File: src/rtl/alu_2_if.sv
// Operand/result bundle between the datapath and the alu_2 ALU.
// master drives operands and opcode; slave (the ALU) returns results and flags.
interface alu_2_if #(
   parameter int WIDTH = 64
);
   logic [WIDTH-1:0] rs1;
   logic [WIDTH-1:0] rs2;
   logic [3:0]       ALUControl;
   logic [WIDTH-1:0] rd;
   logic             zero;
   logic             carry_out;
   logic             overflow;
   logic [WIDTH-1:0] rd_q;
   logic [2:0]       flags_q;

   modport master (
      output rs1, rs2, ALUControl,
      input  rd, zero, carry_out, overflow, rd_q, flags_q
   );

   modport slave (
      input  rs1, rs2, ALUControl,
      output rd, zero, carry_out, overflow, rd_q, flags_q
   );
endinterface

File: src/rtl/alu_2.sv
// RV64 integer ALU; ALU2_EXT_OPS_EN adds XOR/shift/set-less-than ops.
// Latency: rd and flags are combinational, rd_q/flags_q follow one clk later.
// Backpressure: none, a new operation is accepted every cycle.
module alu_2 #(
   parameter int WIDTH = 64
) (
   input logic    clk,
   input logic    reset,
   alu_2_if.slave bus
);
   localparam logic [3:0] OP_AND  = 4'b0000;
   localparam logic [3:0] OP_OR   = 4'b0001;
   localparam logic [3:0] OP_ADD  = 4'b0010;
   localparam logic [3:0] OP_SUB  = 4'b0110;
`ifdef ALU2_EXT_OPS_EN
   localparam logic [3:0] OP_XOR  = 4'b0011;
   localparam logic [3:0] OP_SLL  = 4'b0100;
   localparam logic [3:0] OP_SRL  = 4'b0101;
   localparam logic [3:0] OP_SLT  = 4'b0111;
   localparam logic [3:0] OP_SRA  = 4'b1000;
   localparam logic [3:0] OP_SLTU = 4'b1001;
   localparam int SHW = $clog2(WIDTH);
`endif

   logic [WIDTH-1:0] a;
   logic [WIDTH-1:0] b;
   logic [WIDTH-1:0] b_op;
   logic [WIDTH:0]   sum;
   logic             is_sub;
   logic             add_ovf;
   logic [WIDTH-1:0] rd_c;
   logic             carry_c;
   logic             ovf_c;
   logic             zero_c;

   assign a = bus.rs1;
   assign b = bus.rs2;

   // Single adder serves both ADD and SUB: subtraction is a + ~b + 1.
   assign is_sub  = (bus.ALUControl == OP_SUB);
   assign b_op    = is_sub ? ~b : b;
   assign sum     = {1'b0, a} + {1'b0, b_op} + {{WIDTH{1'b0}}, is_sub};
   assign add_ovf = (a[WIDTH-1] == b_op[WIDTH-1]) && (sum[WIDTH-1] != a[WIDTH-1]);

`ifdef ALU2_EXT_OPS_EN
   logic [SHW-1:0] shamt;
   assign shamt = b[SHW-1:0];
`endif

   always_comb begin
      rd_c    = '0;
      carry_c = 1'b0;
      ovf_c   = 1'b0;
      case (bus.ALUControl)
         OP_AND: rd_c = a & b;
         OP_OR:  rd_c = a | b;
         OP_ADD, OP_SUB: begin
            rd_c    = sum[WIDTH-1:0];
            carry_c = sum[WIDTH];
            ovf_c   = add_ovf;
         end
`ifdef ALU2_EXT_OPS_EN
         OP_XOR:  rd_c = a ^ b;
         OP_SLL:  rd_c = a << shamt;
         OP_SRL:  rd_c = a >> shamt;
         OP_SRA:  rd_c = $signed(a) >>> shamt;
         OP_SLT:  rd_c = {{(WIDTH-1){1'b0}}, ($signed(a) < $signed(b))};
         OP_SLTU: rd_c = {{(WIDTH-1){1'b0}}, (a < b)};
`endif
         default: rd_c = '0;
      endcase
   end

   assign zero_c = (rd_c == '0);

   assign bus.rd        = rd_c;
   assign bus.zero      = zero_c;
   assign bus.carry_out = carry_c;
   assign bus.overflow  = ovf_c;

   // Debug/pipeline copy; reset wins over capture.
   always_ff @(posedge clk) begin
      if (reset) begin
         bus.rd_q    <= '0;
         bus.flags_q <= 3'b000;
      end else begin
         bus.rd_q    <= rd_c;
         bus.flags_q <= {ovf_c, carry_c, zero_c};
      end
   end
endmodule

File: src/flat_wrapper.sv
// flat-port wrapper written by rule: the top's interface ports become plain ports
module alu_2_flat 
#(
   parameter int WIDTH = 64
)
  (clk, reset, bus_rs1, bus_rs2, bus_ALUControl, bus_rd, bus_zero, bus_carry_out, bus_overflow, bus_rd_q, bus_flags_q);
  alu_2_if #(.WIDTH(WIDTH)) bus_i ();
  input logic clk;
  input logic reset;
  input wire logic [$bits(bus_i.rs1)-1:0] bus_rs1;
  input wire logic [$bits(bus_i.rs2)-1:0] bus_rs2;
  input wire logic [$bits(bus_i.ALUControl)-1:0] bus_ALUControl;
  output wire logic [$bits(bus_i.rd)-1:0] bus_rd;
  output wire logic [$bits(bus_i.zero)-1:0] bus_zero;
  output wire logic [$bits(bus_i.carry_out)-1:0] bus_carry_out;
  output wire logic [$bits(bus_i.overflow)-1:0] bus_overflow;
  output wire logic [$bits(bus_i.rd_q)-1:0] bus_rd_q;
  output wire logic [$bits(bus_i.flags_q)-1:0] bus_flags_q;
  assign bus_i.rs1 = bus_rs1;
  assign bus_i.rs2 = bus_rs2;
  assign bus_i.ALUControl = bus_ALUControl;
  assign bus_rd = bus_i.rd;
  assign bus_zero = bus_i.zero;
  assign bus_carry_out = bus_i.carry_out;
  assign bus_overflow = bus_i.overflow;
  assign bus_rd_q = bus_i.rd_q;
  assign bus_flags_q = bus_i.flags_q;
  alu_2 #(.WIDTH(WIDTH)) u_core (.clk(clk), .reset(reset), .bus(bus_i));
endmodule
File: config.mk
export PLATFORM = sky130hd
export DESIGN_NAME = alu_2_flat
export DESIGN_NICKNAME = d
export VERILOG_FILES = /design/src/rtl/alu_2_if.sv /design/src/rtl/alu_2.sv /design/src/flat_wrapper.sv
export SDC_FILE = /design/constraint.sdc
export NUM_CORES = 1
export LEC_CHECK = 0
export BUFFER_PORTS_ARGS = -buffer_cell sky130_fd_sc_hd__buf_2
export CORE_MARGIN = 2
export CORE_UTILIZATION = 35
export CTS_BUF_LIST = sky130_fd_sc_hd__clkbuf_16
export CTS_CLUSTER_SIZE = 30
export DETAILED_ROUTE_END_ITERATION = 12
export HOLD_SLACK_MARGIN = 0.05
export PLACE_DENSITY = 0.59
export SETUP_SLACK_MARGIN = 0.2
export SYNTH_ARGS = -nofsm -noshare
export SYNTH_HDL_FRONTEND = slang
export SYNTH_SLANG_ARGS = --single-unit
File: constraint.sdc
create_clock -name clk -period 5.4 [get_ports clk]
set_input_delay 0.27 -clock clk [delete_from_list [all_inputs] [get_ports clk]]
set_output_delay 0.27 -clock clk [all_outputs]
set_load 0.03 [all_outputs]
# Word level (Yosys, flattened, before mapping)
# Index checks and enable logic that the tools add are counted.
dict set report word_totals {
  regBits 67
  inputBits 134
  out_inout_bits 134
}
dict set report classes {
  n_addsub 2
  eq_ne 5
  mux 4
  n_bitwise 3
  n_reduce_logical 4
}
# cell count
set ops {}
lappend ops {{one-hot mux 64 bit (3 select lines)} 1}
lappend ops {{adder 64 x 64 -> 65 bit} 1}
lappend ops {{adder 65 x 1 -> 65 bit} 1}
lappend ops {{bitwise AND 64 bit} 1}
lappend ops {{zero test 64 bit} 1}
lappend ops {{two-way mux 64 bit} 1}
lappend ops {{inverter 64 bit} 1}
lappend ops {{OR 64 bit} 1}
lappend ops {{== test 4 x 1 -> 1 bit, second input constant} 1}
lappend ops {{== test 4 x 2 -> 1 bit, second input constant} 1}
lappend ops {{== test 4 x 3 -> 1 bit, second input constant} 1}
lappend ops {{zero test 4 bit} 1}
lappend ops {{two-way mux 1 bit} 2}
lappend ops {{OR reduction 2 bit} 1}
lappend ops {{== test 1 bit} 1}
lappend ops {{logical AND 1 bit} 1}
lappend ops {{inequality test 1 bit} 1}

# Longest topological paths before layout
# Gate-level depths: netlist (run 1).
dict set report logic_depth {
  ltp_word 7
  mapped_depth 19
  ltp_nobuf 16
}

# Worst setup path after synthesis (run 1)
# No wires, ideal clock.
dict set report synth_path {
  kind {input to output}
  startpoint {in bus_ALUControl[0]}
  endpoint {out bus_zero}
  t_arrival_ns 5.446
  slack_ns -0.316
  path_stages 19
  path_buffers 4
  cell_sequence {buf_6 and4bb_2 buf_1 buf_1 xor2_1 ha_1 clkbuf_1 inv_1 o32ai_1 o21bai_1 a31o_2 o31a_2 o21ai_1 xnor2_1 o21ai_1 or4_1 nor3_1 nand4_1 nor3_1}
}
dict set report synth_between {
  elab_chain_len 6
  elab_cells_between_ends 10
}
# element line
set synth_lines {}
lappend synth_lines {{from (decl)} flat_wrapper.sv:12} ;# input wire logic [$bits(bus_i.ALUControl)-1:0] bus_ALUControl;
lappend synth_lines {{== test 4 x 3 -> 1 bit} {alu_2.sv:40, alu_2.sv:54}}
lappend synth_lines {{two-way mux 64 bit} alu_2.sv:41} ;# assign b_op = is_sub ? ~b : b;
lappend synth_lines {{adder 64 x 64 -> 65 bit} alu_2.sv:42} ;# assign sum = {1'b0, a} + {1'b0, b_op} + {{WIDTH{1'b0}}, is_sub};
lappend synth_lines {{adder 65 x 1 -> 65 bit} alu_2.sv:42}
lappend synth_lines {{one-hot mux 64 bit (3 select lines) *} alu_2.sv:54} ;# case (bus.ALUControl)
lappend synth_lines {{net bus_rd[35]} flat_wrapper.sv:13} ;# output wire logic [$bits(bus_i.rd)-1:0] bus_rd;
lappend synth_lines {{zero test 64 bit *} alu_2.sv:74} ;# assign zero_c = (rd_c == '0);
lappend synth_lines {{to (decl)} flat_wrapper.sv:14} ;# output wire logic [$bits(bus_i.zero)-1:0] bus_zero;
# The timed path passes the listed nets; every way through them passes the cells marked *.

# Worst setup path after layout (run 1)
dict set report layout_path {
  startpoint {in bus_ALUControl[3]}
  endpoint {out bus_zero}
}
dict set report layout_between {
  elab_chain_len 6
  elab_cells_between_ends 10
}
# element line
set layout_lines {}
lappend layout_lines {{== test 4 x 3 -> 1 bit} {alu_2.sv:40, alu_2.sv:54}}
lappend layout_lines {{two-way mux 64 bit} alu_2.sv:41}
lappend layout_lines {{adder 64 x 64 -> 65 bit} alu_2.sv:42}
lappend layout_lines {{adder 65 x 1 -> 65 bit} alu_2.sv:42}
lappend layout_lines {{one-hot mux 64 bit (3 select lines) *} alu_2.sv:54}
lappend layout_lines {{zero test 64 bit *} alu_2.sv:74}
# Every way passes the cells marked *; elsewhere a longest branch is shown, timed or not.

==> summary.txt, run 1 <==
Die
  – Initial Utilization: 35.5%
  – Standard cell core area: 0.0242 sq mm
  – Die width: 161 um
  – Number of cell rows: 57
  – IO Count: 268
  – Area of the die: 0.0258 sq mm
  – DIE HEIGHT: 161 um

Synth
  – Ranking of synthesized cells by area: sky130_fd_sc_hd__dfxtp_1 (16%), sky130_fd_sc_hd__ha_1 (11%), sky130_fd_sc_hd__xor2_1 (9.4%)
  – Most numerous cell in the Yosys netlist: sky130_fd_sc_hd__nand2_1
  – Synth Net Count: 1,387
  – Cells after Synth: 1,178
  – Post-Synthesis Cell Area: 0.00858 sq mm
  – Number of library cell types mapped by synthesis: 81
  – Most common library cells after synthesis: sky130_fd_sc_hd__nand2_1 (153), sky130_fd_sc_hd__a21oi_1 (107), sky130_fd_sc_hd__xor2_1 (92)
  – Cell type contributing the most total cell area after synthesis: sky130_fd_sc_hd__dfxtp_1
  – Proportion of synthesized flip-flops having asynchronous set or reset: 0%
  – Number of warnings printed during yosys synthesis: 0
  – Synthesized area per cell: 7.28 sq um
  – Most used flip-flop cell after synthesis: sky130_fd_sc_hd__dfxtp_1
  – Yosys reg bits: 67
  – Post-synth top area share: 15.6%
  – Number of flops mapped to enable cells by yosys: 0
  – Sequential-to-total area share from yosys stat: 15.6%

Drt
  – Post-detailed-route DRC marker count: 0
  – Ratio of routed vias to standard cells: 5.75
  – DR pass1 iterations: 5
  – Count of vias placed by the detailed router: 10.5k
  – 1st-iter DRT viols: 898
  – Wire length reported by the detailed router: 42.0 mm
  – Remaining antenna violation count after routing: 0
  – Routed wirelength normalized by instance count: 22.9 um

GRT
  – Initial antenna violation count: 1
  – Grt total ovfl: 0
  – Met3 usage in global routing: 4.42%
  – First-pass GRT wire length: 61.2 mm
  – Global routing usage on met1: 44.6%
  – Global-route usage over all layers: 31.2%
  – Global routing met2 resource utilization: 47.9%
  – Number of global-route vias before repair: 10.0k
  – Maximum number of pins on one net before global-route repair: 68
  – Most congested layer reported by global routing: met2

Layout
  – Share of cells above drive strength 1: 32.2%
  – Final net count: 1,712
  – Fill cell total of the finished layout: 2,489
  – Number of standard cells in the final layout excluding fillers: 1,833
  – Synth-to-layout area growth: 35.9%

Timing
  – Hold violation total from the final report: 0
  – Final setup violation count: 0
  – Post-route clock period utilization: 94.7%
  – Total negative setup slack: 0 ns
  – Number of pins with negative max-slew slack in the final report: 0
  – RSZ-0062 raised after global routing: false
  – Final Critical Period: 5.12 ns
  – Normalized max-slew margin: 44.6%
  – FMAX: 195 MHz
  – Slew at the pin closest to its max-slew limit: 0.823 ns

CTS
  – Number of levels in the clock H-tree: 3
  – Clock slew seen by the registers of the worst setup and hold paths: 0.08 ns
  – Clock root buffer: sky130_fd_sc_hd__clkbuf_16
  – TritonCTS clock tree: done
  – Number of buffers between clock root and the deepest sink: 2
  – Post-CTS Hold Buffers: 0
  – CTS buffer count: 9
  – CTS Sinks: 67

Pwr
  – Power per standard cell area: 225 mW/mm^2
  – Post-layout total power: 2.62 mW
  – Pleak: 5.37 nW
  – Maximum ir drop on the vdd rail: 0.113 mV

Place
  – PortBufs: 267
  – Routability Congestion: 1.04
  – Placed cell count: 1,808
  – Total half-perimeter wirelength after legalization and detailed placement: 34.7 mm

Critical path
  – Type of destination of the critical path: output port
  – Worst Path Required: 5.13 ns
  – Critical path fanouts, max: 12
  – Type of origin of the critical path: input port
  – Arrival time at the worst endpoint: 4.85 ns
  – Critical setup path kind: input port to output port

Min path
  – Path category of the worst min-delay check: input port to flip-flop

Status
  – Result of the run: finished clean

Run
  – Max-capacitance violation count: 0
[stage by stage]
step                      area, sq um  setup WS (ns)  hold WS, ns  utilization [%]
final                           11700          0.284        0.396             48.2
after global routing            11700          0.155        0.442             48.2
after CTS                       11300          0.202        0.392             46.6
after detailed placement        10900         -0.393        0.704             45.0
after global placement          10900         -0.475        0.704             45.0
after floorplan                  8590          0.343        0.513                -
[area by class of cell]
cell class                 instances  area (sq um)  share of cell area, %
multi-input combinational       1028          7310                   62.7
sequential                        67          1340                   11.5
clock buffer                       9           225                   1.93
antenna                            1          2.50                 0.0215
tap                              324           405                   3.48
inverter                          23          86.3                  0.741
clock inverter                     7          82.6                  0.708
timing repair buffer             374          2200                   18.9
[worst max-delay path, cell delays in order]
cell	delay (ns)
sky130_fd_sc_hd__buf_2	0.14
sky130_fd_sc_hd__and4bb_4	0.41
sky130_fd_sc_hd__buf_12	0.13
sky130_fd_sc_hd__clkbuf_16	0.18
sky130_fd_sc_hd__xor2_1	0.17
sky130_fd_sc_hd__ha_1	0.26
sky130_fd_sc_hd__buf_4	0.17
sky130_fd_sc_hd__o211ai_1	0.16
sky130_fd_sc_hd__a21oi_4	0.08
sky130_fd_sc_hd__o21ai_0	0.30
sky130_fd_sc_hd__nand2_2	0.13
sky130_fd_sc_hd__a211o_1	0.33
sky130_fd_sc_hd__nor4_2	0.31
sky130_fd_sc_hd__nand3b_1	0.15
sky130_fd_sc_hd__nor4_4	0.41
sky130_fd_sc_hd__o2111ai_1	0.20
sky130_fd_sc_hd__nor3_2	0.26
sky130_fd_sc_hd__buf_4	0.16
sky130_fd_sc_hd__nand4_1	0.18
sky130_fd_sc_hd__nor3_4	0.22
sky130_fd_sc_hd__buf_4	0.18
[metal layers]
layer	vias up	wire [um]
met4	0	1470
met1	5029	19600
met5	-	0
met2	492	18000
li1	4956	-
met3	71	2990
[cells in the final DEF (no fill, tap or decap), types with 7 or more instances in the layout]
| cell type | count |
|---|---|
| sky130_fd_sc_hd__xor2_1 | 87 |
| sky130_fd_sc_hd__o211ai_1 | 7 |
| sky130_fd_sc_hd__o21ai_0 | 70 |
| sky130_fd_sc_hd__xnor2_1 | 17 |
| sky130_fd_sc_hd__a21oi_1 | 94 |
| sky130_fd_sc_hd__o21ai_1 | 24 |
| sky130_fd_sc_hd__a21oi_2 | 15 |
| sky130_fd_sc_hd__o31ai_1 | 7 |
| sky130_fd_sc_hd__nand3_1 | 16 |
| sky130_fd_sc_hd__clkbuf_16 | 10 |
| sky130_fd_sc_hd__dfxtp_1 | 67 |
| sky130_fd_sc_hd__nor2_1 | 76 |
| sky130_fd_sc_hd__a22oi_1 | 8 |
| sky130_fd_sc_hd__buf_4 | 102 |
| sky130_fd_sc_hd__nor3_1 | 24 |
| sky130_fd_sc_hd__a211oi_1 | 7 |
| sky130_fd_sc_hd__nor2b_1 | 40 |
| sky130_fd_sc_hd__inv_1 | 23 |
| sky130_fd_sc_hd__maj3_1 | 57 |
| sky130_fd_sc_hd__o21a_1 | 15 |
| sky130_fd_sc_hd__a21o_1 | 20 |
| sky130_fd_sc_hd__ha_2 | 7 |
| sky130_fd_sc_hd__or3_1 | 12 |
| sky130_fd_sc_hd__nand2_1 | 148 |
| sky130_fd_sc_hd__buf_2 | 266 |
| sky130_fd_sc_hd__o21bai_1 | 10 |
| sky130_fd_sc_hd__nand4_1 | 34 |
| sky130_fd_sc_hd__ha_1 | 65 |
[where the power goes]
group	total, mW	leakage [nW]	internal, mW	switching, mW
logic	1.44	4.68	0.526	0.917
registers	0.524	0.545	0.517	0.00647
clock network	0.652	0.145	0.367	0.285
[logic make-up (layout without fill, tap and decap cells)]
kind of cell | Yosys count | after routing | share of synthesized area (%)
other | 0 | 1 | 0
AOI/OAI and AO/OA | 361 | 361 | 26.7
muxes | 7 | 7 | 0.832
DFF | 67 | 67 | 15.6
adders and majority gates | 132 | 132 | 17.7
and+or+nand+nor | 419 | 419 | 24.2
buffers and inverters | 83 | 413 | 3.82
xor gates and xnor gates | 109 | 109 | 11.1
[repair_timing]
action                                  CTS  global route
gates resized for setup                  16            85
pin swaps                                 4            21
setup buffers                             1             6
cloned                                    0             1
endpoints found under the setup margin    2             2
[sequential cells by signal, summed over array words and instances, names as in the netlist]
name                flops
u_core.bus.rd_q        64
u_core.bus.flags_q      3
[worst paths after layout]
path,start,end,depth (start not counted)
worst max-delay path,bus_ALUControl[3],bus_zero,21
worst min-delay path,bus_rs2[55],u_core.bus.rd_q[55],4
(Power assumes the default switching activity.)
==> run 2: changes to the inputs <==
CORE_MARGIN = not set   (was 2)
CORE_UTILIZATION = 30   (was 35)
PLACE_DENSITY = 0.53   (was 0.59)
==> run 2 against run 1 <==
Effect of this change: sequential share of layout area decreased by 0.092 points; fmax increased by 2.3%; worst hold slack got worse by 0.015 ns; highest routed layer unchanged; global-route usage decreased by 4.4 points; worst setup slack improved by 0.11 ns; via count decreased by 1.7%; sequential cell count unchanged; largest cell class unchanged; final area increased by 0.81%; utilization decreased by 6.1 points.
==> summary.txt, run 2 (synthesis results as in run 1) <==
Run
  – Max-capacitance violation count: 0

Drt
  – Wire length reported by the detailed router: 40.3 mm
  – Uppermost metal layer occupied by signal nets: met4
  – Remaining antenna violation count after routing: 0
  – Detailed-routing wirelength on met1: 17.6 mm
  – Count of vias placed by the detailed router: 10.4k
  – 1st-iter DRT viols: 677
  – Total met2 wirelength after detailed routing: 19.5 mm
  – Wire length on met3: 2.17 mm
  – DR pass1 iterations: 7
  – Routed wirelength normalized by instance count: 21.2 um
  – Ratio of routed vias to standard cells: 5.45
  – Post-detailed-route DRC marker count: 0

Timing
  – Slew at the pin closest to its max-slew limit: 0.886 ns
  – Hold slack: 0.381 ns
  – Hold violation total from the final report: 0
  – RSZ-0062 raised after global routing: false
  – Final Critical Period: 5.00 ns
  – Number of pins with negative max-slew slack in the final report: 0
  – FMAX: 200 MHz
  – Post-route clock period utilization: 92.6%
  – Worst-case setup margin in the final layout: 0.397 ns
  – Normalized max-slew margin: 40.9%
  – Final setup violation count: 0

Layout
  – Final core utilization: 42.1%
  – Biggest register: u_core.bus.rd_q
  – Registers with the highest flip-flop counts: u_core.bus.rd_q x64, u_core.bus.flags_q x3
  – Synth-to-layout area growth: 37.0%
  – Number of flip-flops under the largest register name: 64
  – Leading cell type in the layout, fill and taps excluded: sky130_fd_sc_hd__buf_2
  – Final net count: 1,727
  – Share of cells above drive strength 1: 32.1%
  – Most used cells in the layout excluding fill and tap cells: sky130_fd_sc_hd__buf_2 (266), sky130_fd_sc_hd__nand2_1 (149), sky130_fd_sc_hd__buf_4 (117)
  – Fill cell total of the finished layout: 3,045

Critical path
  – Critical path fanouts, max: 11
  – Timing startpoint of the critical path: bus_ALUControl[3]
  – Worst Path Required: 5.13 ns
  – Series of cell instances along the critical path: buf_2 > and4bb_4 > buf_12 > xor2_1 > ha_1 > buf_4 > a21oi_1 > o32ai_2 > or2_1 > o31ai_2 > o21ai_1 > a21oi_1 > o31a_1 > buf_4 > xor2_1 > o21ai_0 > nor2_1 > nand4_1 > buf_4 > nor3_4 > buf_6
  – Delay of the slowest critical-path stage: 0.46 ns
  – Type of destination of the critical path: output port
  – Most prevalent standard cell on the critical path: sky130_fd_sc_hd__buf_4
  – Critical setup path kind: input port to output port
  – Critical path destination: bus_zero
  – Type of origin of the critical path: input port
  – Critical path's slowest cell: sky130_fd_sc_hd__and4bb_4
  – Arrival time at the worst endpoint: 4.73 ns

Die
  – DIE HEIGHT: 171 um
  – IO Count: 268
  – Standard cell core area: 0.0279 sq mm
  – Die width: 171 um
  – Area of the die: 0.0293 sq mm
  – Initial Utilization: 30.7%
  – Number of cell rows: 61

CTS
  – TritonCTS clock tree: done
  – Number of levels in the clock H-tree: 3
  – Clock root buffer: sky130_fd_sc_hd__clkbuf_16
  – Number of buffers between clock root and the deepest sink: 2
  – Clock slew seen by the registers of the worst setup and hold paths: 0.06 ns
  – CTS Sinks: 67
  – CTS buffer count: 9

Pwr
  – Maximum ir drop on the vdd rail: 0.151 mV
  – Post-layout total power: 2.58 mW
  – Pleak: 5.44 nW
  – Power per standard cell area: 219 mW/mm^2

Place
  – Total half-perimeter wirelength after legalization and detailed placement: 32.8 mm
  – Routability Congestion: 0.958
  – PortBufs: 267
  – Placement-stage worst setup slack: -0.212 ns

Min path
  – Path category of the worst min-delay check: input port to flip-flop

Status
  – Result of the run: finished clean

GRT
  – Maximum number of pins on one net before global-route repair: 68
  – First-pass GRT wire length: 58.6 mm
  – Grt total ovfl: 0
  – Number of global-route vias before repair: 10.1k
  – Global-route usage over all layers: 26.8%
  – Initial antenna violation count: 1
## run 2: cell types whose count changed in the layout (fill, tap and decap cells not counted), moves of 3 or more
cell                      previous run  this run
sky130_fd_sc_hd__xor2_1             87        92
sky130_fd_sc_hd__xor2_2              5         0
sky130_fd_sc_hd__ha_1               65        68
sky130_fd_sc_hd__buf_4             102       117
sky130_fd_sc_hd__nor3_1             24        20
sky130_fd_sc_hd__o21ai_0            70        80
sky130_fd_sc_hd__o21ai_1            24        16
sky130_fd_sc_hd__a21oi_1            94        98
sky130_fd_sc_hd__nor3_2              3         6
## run 2: layer usage
layer,GRT usage (%),up-vias
li1,-,4993
met1,34.0,4920
met2,46.0,390
met3,3.40,65
met4,9.43,0
met5,0,-
## run 2: area by class of cell
class / count / area, sq um / share of cell area [%]
clock inverters: 7 / 76.3 / 0.649
diodes: 1 / 2.50 / 0.0213
clock buffers: 9 / 225 / 1.92
inverters: 23 / 86.3 / 0.735
flip-flops and latches: 67 / 1340 / 11.4
well taps: 378 / 473 / 4.02
multi-input cells: 1028 / 7220 / 61.5
repair buffers: 389 / 2320 / 19.8
## run 2: repair_timing
| action | in CTS | in global routing |
|---|---|---|
| cloned | 0 | 2 |
| resized for setup | 17 | 57 |
| buffers inserted | 2 | 7 |
| hold buffers | 0 | 0 |
| setup endpoints to repair | 1 | 1 |
| hold endpoints to repair | 0 | 0 |
| pin swaps | 4 | 17 |
## run 2: through the flow
stage	TNS (ns)	cell area, sq um	std cells
2_1_floorplan	0	8590	1178
4_1_cts	0	11400	1892
6_report	0	11800	1902
3_5_place_dp	-0.212	11000	1874
5_1_grt	0	11800	1902
3_3_place_gp	-0.128	11000	1874
## run 2: worst max-delay path: cells and delay by family
family	cells	cell delay [ns]
xor gates and xnor gates	2	0.30
and+or+nand+nor	5	1.33
buffers and inverters	6	0.95
adders and majority gates	1	0.27
AOI/OAI and AO/OA	7	1.58
## run 2: worst min path at each step
stage	cells after the start	slack [ns]	startpoint	end
after floorplan	3	0.51	bus_ALUControl[1]	u_core.bus.rd_q[17]
after global placement	1	0.70	u_core.bus.rd_q[54]	bus_rd_q[54]
after detailed placement	1	0.70	u_core.bus.rd_q[43]	bus_rd_q[43]
after CTS	4	0.37	bus_rs2[49]	u_core.bus.rd_q[49]
after global routing	4	0.42	bus_rs2[49]	u_core.bus.rd_q[49]
final	4	0.38	bus_rs2[49]	u_core.bus.rd_q[49]
## run 2: report_power, final
group	internal (mW)	switching (mW)
registers	0.517	0.00527
clock network	0.361	0.276
logic	0.535	0.881
